**src/rtl/input_ram_arbiter.sv**
```systemverilog
// Shares one single-port input-matrix RAM between the host loader and the accelerator.
// Round-robin ownership with burst-limited tenures; read data returns one cycle after each read access.
module input_ram_arbiter #(
  parameter int ADDR_W    = 10,
  parameter int DATA_W    = 16,
  parameter int MAX_BURST = 16
) (
  input  logic              clk,
  input  logic              reset,
  input  logic              host_req,
  input  logic              host_we,
  input  logic [ADDR_W-1:0] host_addr,
  input  logic [DATA_W-1:0] host_wdata,
  output logic              host_gnt,
  output logic              host_rvalid,
  input  logic              acc_req,
  input  logic [ADDR_W-1:0] acc_addr,
  output logic              acc_gnt,
  output logic              acc_rvalid,
  output logic [DATA_W-1:0] rdata,
  output logic              ram_en,
  output logic              ram_we,
  output logic [ADDR_W-1:0] ram_addr,
  output logic [DATA_W-1:0] ram_wdata,
  input  logic [DATA_W-1:0] ram_rdata
);

  localparam int CNT_W = $clog2(MAX_BURST) + 1;
  localparam logic [CNT_W-1:0] BURST_MAX = CNT_W'(MAX_BURST);

  typedef enum logic [1:0] {IDLE, HOST, ACC} state_t;

  // last_owner: 0 = host served last, 1 = accelerator served last
  localparam logic OWN_HOST = 1'b0;
  localparam logic OWN_ACC  = 1'b1;

  state_t           state, state_nxt;
  logic             last_owner, last_owner_nxt;
  logic [CNT_W-1:0] burst_cnt, burst_cnt_nxt;
  logic [CNT_W-1:0] burst_inc;
  logic             host_access, acc_access;

  assign host_gnt = (state == HOST);
  assign acc_gnt  = (state == ACC);

  // Accesses are blocked while reset is asserted so the RAM never sees a stray cycle.
  assign host_access = reset && host_gnt && host_req;
  assign acc_access  = reset && acc_gnt && acc_req;

  assign ram_en    = host_access | acc_access;
  assign ram_we    = host_access & host_we;
  assign ram_addr  = host_access ? host_addr : (acc_access ? acc_addr : '0);
  assign ram_wdata = host_access ? host_wdata : '0;
  assign rdata     = ram_rdata;

  assign burst_inc = burst_cnt + CNT_W'(1);

  always_comb begin
    state_nxt      = state;
    last_owner_nxt = last_owner;
    burst_cnt_nxt  = burst_cnt;
    case (state)
      IDLE: begin
        burst_cnt_nxt = '0;
        if (acc_req && (!host_req || last_owner == OWN_HOST)) begin
          state_nxt      = ACC;
          last_owner_nxt = OWN_ACC;
        end else if (host_req) begin
          state_nxt      = HOST;
          last_owner_nxt = OWN_HOST;
        end
      end
      HOST: begin
        if (!host_req || burst_inc == BURST_MAX) begin
          burst_cnt_nxt = '0;
          if (acc_req) begin
            state_nxt      = ACC;
            last_owner_nxt = OWN_ACC;
          end else if (!host_req) begin
            state_nxt = IDLE;
          end
        end else begin
          burst_cnt_nxt = burst_inc;
        end
      end
      ACC: begin
        if (!acc_req || burst_inc == BURST_MAX) begin
          burst_cnt_nxt = '0;
          if (host_req) begin
            state_nxt      = HOST;
            last_owner_nxt = OWN_HOST;
          end else if (!acc_req) begin
            state_nxt = IDLE;
          end
        end else begin
          burst_cnt_nxt = burst_inc;
        end
      end
      default: begin
        state_nxt     = IDLE;
        burst_cnt_nxt = '0;
      end
    endcase
  end

  always_ff @(posedge clk) begin
    if (!reset) begin
      state       <= IDLE;
      last_owner  <= OWN_HOST;
      burst_cnt   <= '0;
      host_rvalid <= 1'b0;
      acc_rvalid  <= 1'b0;
    end else begin
      state       <= state_nxt;
      last_owner  <= last_owner_nxt;
      burst_cnt   <= burst_cnt_nxt;
      host_rvalid <= host_access & ~host_we;
      acc_rvalid  <= acc_access;
    end
  end

endmodule

```
**config.mk**
```make
export PLATFORM = sky130hd
export DESIGN_NAME = input_ram_arbiter
export DESIGN_NICKNAME = d
export VERILOG_FILES = /design/src/rtl/input_ram_arbiter.sv
export SDC_FILE = /design/constraint.sdc
export NUM_CORES = 1
export LEC_CHECK = 0
export BUFFER_PORTS_ARGS = -buffer_cell sky130_fd_sc_hd__buf_2
export CAP_MARGIN = 5
export CORE_MARGIN = 2
export CORE_UTILIZATION = 35
export CTS_CLUSTER_DIAMETER = 120
export CTS_CLUSTER_SIZE = 10
export DETAILED_ROUTE_END_ITERATION = 12
export MAX_ROUTING_LAYER = met4
export PLACE_DENSITY = 0.81
export SYNTH_ARGS = -nofsm -noshare
export SYNTH_HDL_FRONTEND = slang
export SYNTH_SLANG_ARGS = --single-unit
```
**constraint.sdc**
```tcl
create_clock -name clk -period 2.9 [get_ports clk]
set_clock_uncertainty 0.2 [all_clocks]
set_input_delay 0.725 -clock clk [delete_from_list [all_inputs] [get_ports clk]]
set_output_delay 0.725 -clock clk [all_outputs]
set_load 0.1 [all_outputs]
```
==> reports/summary.txt <==
outcome: finished, final reports clean
Vias/cell: 5.31
global routing met2 resource utilization: 0.337
Overflow after GRT: 0
Finished Layout Cells: 208
RSZ-0062 raised after global routing: false
Post-Synth Adder-Cell Area: 0.0761
boundary pin count: 105
CTS Sinks: 10
Fmax: 0.364 GHz
critical path, cell by cell: inv_1, ha_2, nand2_1, nor2_2, a21boi_2, buf_6, a22o_2, buf_12
Placement Cell Area: 0.00174 mm2
crit path launch type: flop
Die Wd: 57.1 um
dpl hpwl: 2.72 mm
Leak: 0.813 nW
CTS resizes: 0
crit-path leading delay family: flip-flops
P&R area growth vs syn: 81.0%
Post-Syn Instances: 122
Post-synth EDFFs: 0
row count: 19
root buffer cell: clkbuf_4
maximum number of pins on one net before global-route repair: 29
M1 GR Usage: 0.229
Tot Pwr: 1.18 mW
worst min-delay path class: flop to flop
syn_nets: 185
initial drt markers: 36
Synthesis Warnings: 0
ranking of synthesized cells by area: dfxtp_1, buf_4, and2_1
fillers: 197
Critical-path top delay cell: dfxtp_2
Post-synth top cells: and2_1, buf_4, a22o_1, dfxtp_1, nand2_1
post-CTS setup buffer count: 0
Vias: 1104
Internal: 0.536 mW
Combinational Power Share: 0.730
WP buf/inv: 3
critical path peak fanout: 10
largest family of logic cells by synthesized area: simple AND/OR/NAND/NOR gates
clock power share: 0.111
Sequential Power Share: 0.159
sequential share of the synthesized area: 0.203
fraction of registers with async set/reset: 0
Post-DRT Antenna Nets: 0
Max Cap Violations: 0
Wirelength per Cell: 15.5 um
Switching Share: 0.546
core area: 0.00271 mm2
first-pass GRT wire length: 5.09 mm
Worst path max stage delay: 0.39 ns
Die H: 57.1 um
top-count cell post-synth: and2_1
starting density of the core: 0.364
share of cells above drive strength 1: 0.650
antenna cells: 0
Post-Synth Simple-Gate Area: 0.256
CTS tree: done
placed cells: 204
port bufs: 72
kind of critical path: flop to output pin
vias in the first global route: 1074
max_slew headroom: 0.667
antenna violations before repair: 0
GR peak layer: met2
TritonCTS buffer count: 3
Final Hold Fails: 0
final cell area excluding filler cells: 0.00178 mm2
overall routing resource usage: 0.207
XOR/XNOR Fraction of Synth Area: 0.0266
Worst EP required: 1.98 ns
pwr dens: 662 mW/mm2
fin crit share: 0.948
routed wire length: 3.22 mm
Cell variety after synth: 38
Synth Area in Compound Gates: 0.221
Setup Viol. Count Final: 0
Remaining DRCs: 0
crit path DAT: 1.83 ns
CTS clk-pin slew, worst paths: 0.07 ns
hold buffer count at cts: 0
met3 GRT Util: 0.0499
Avg Cell Area, Syn: 8.08 um2
Synth top area share: 0.203
Slew Viols, Final: 0
Top FF cell, synth: dfxtp_1
cell area after synthesis: 986 um2
Net Sw Power: 0.645 mW
Seq cells post-synth: 10
Final min period: 2.75 ns
H-tree depth: 1
worst-margin pin slew: 0.503 ns
TritonRoute pass-1 iters: 4
flop-to-flop setup slack: 1.02 ns
clk buf depth: 2
Fin Setup TNS: 0 ns
final hold slack: 0.291 ns
Routability Congestion: 0.847
maximum vdd ir drop: 0.680 mV
Worst-Skew Late Latency: 0.27 ns
CP endpoint kind: output pin
nets: 241
die area: 0.00326 mm2
leading area contributor after synthesis: dfxtp_1
post-synthesis mux area share: 0.0305
==> final timing paths <==
check	from	endpoint	cells past startpoint
setup / recovery	state[0]$_SDFFE_PN0P_	ram_addr[1]	8
hold reg to reg	burst_cnt[0]$_SDFF_PN0_	burst_cnt[0]$_SDFF_PN0_	1
setup reg to reg	burst_cnt[0]$_SDFF_PN0_	last_owner$_SDFFE_PN0P_	6
hold / removal	burst_cnt[0]$_SDFF_PN0_	burst_cnt[0]$_SDFF_PN0_	1
==> stage by stage <==
| stage | util | setup WS [ns] |
|---|---|---|
| floorplan | - | -0.157 |
| global placement | 0.642 | 0.241 |
| detailed placement | 0.642 | 0.185 |
| CTS | 0.656 | 0.0401 |
| global route | 0.658 | 0.0438 |
| finish | 0.658 | 0.150 |
==> cells by family (layout without fill, tap and decap cells) <==
kind of cell	Yosys count	count (layout)
multiplexers	3	3
AO/OA/AOI/OAI	28	28
XOR/XNOR	3	3
buffers and inverters	28	83
AND/OR/NAND/NOR	44	44
adder cells (fa/ha/maj)	6	6
flip-flops	10	10
==> layout by cell type (no fill, tap or decap), types with 2 or more instances in the layout <==
cell type	n
inv_1	4
nor2_2	2
a21oi_1	6
and2_4	17
xor2_1	2
clkbuf_4	3
nand2_1	8
nor2_1	4
dfxtp_1	9
nand3_1	4
buf_2	45
a22o_4	2
ha_1	4
mux2i_1	3
buf_12	28
nor2b_1	2
a22o_2	8
==> area by class of cell <==
class | instances | area (um2) | area share
Inverter | 5 | 18.8 | 0.0105
Multi-Input combinational cell | 84 | 692 | 0.388
Sequential cell | 10 | 201 | 0.113
Timing Repair Buffer | 74 | 797 | 0.447
Clock buffer | 4 | 36.3 | 0.0203
Tap cell | 31 | 38.8 | 0.0217
==> power groups by stage <==
stage                     combinational [mW]  sequential, mW  clock (mW)
after floorplan                        0.718           0.200           0
after global placement                 0.847           0.187           0
after detailed placement               0.858           0.188           0
after CTS                              0.862           0.185       0.132
after global routing                   0.907           0.191       0.142
final                                  0.862           0.188       0.131
==> layer usage <==
layer	part of all wire	up-vias	wire [um]
met3	0.081	21	261
met1	0.37	498	1210
met2	0.51	68	1630
met4	0.040	0	128
met5	0	-	0
li1	-	517	-
==> sequential cells by signal, indices dropped and copies added (netlist names) <==
register / flops
acc_rvalid: 1
burst_cnt: 5
host_rvalid: 1
last_owner: 1
state: 2
No activity file was read; power rests on OpenSTA's default activity.
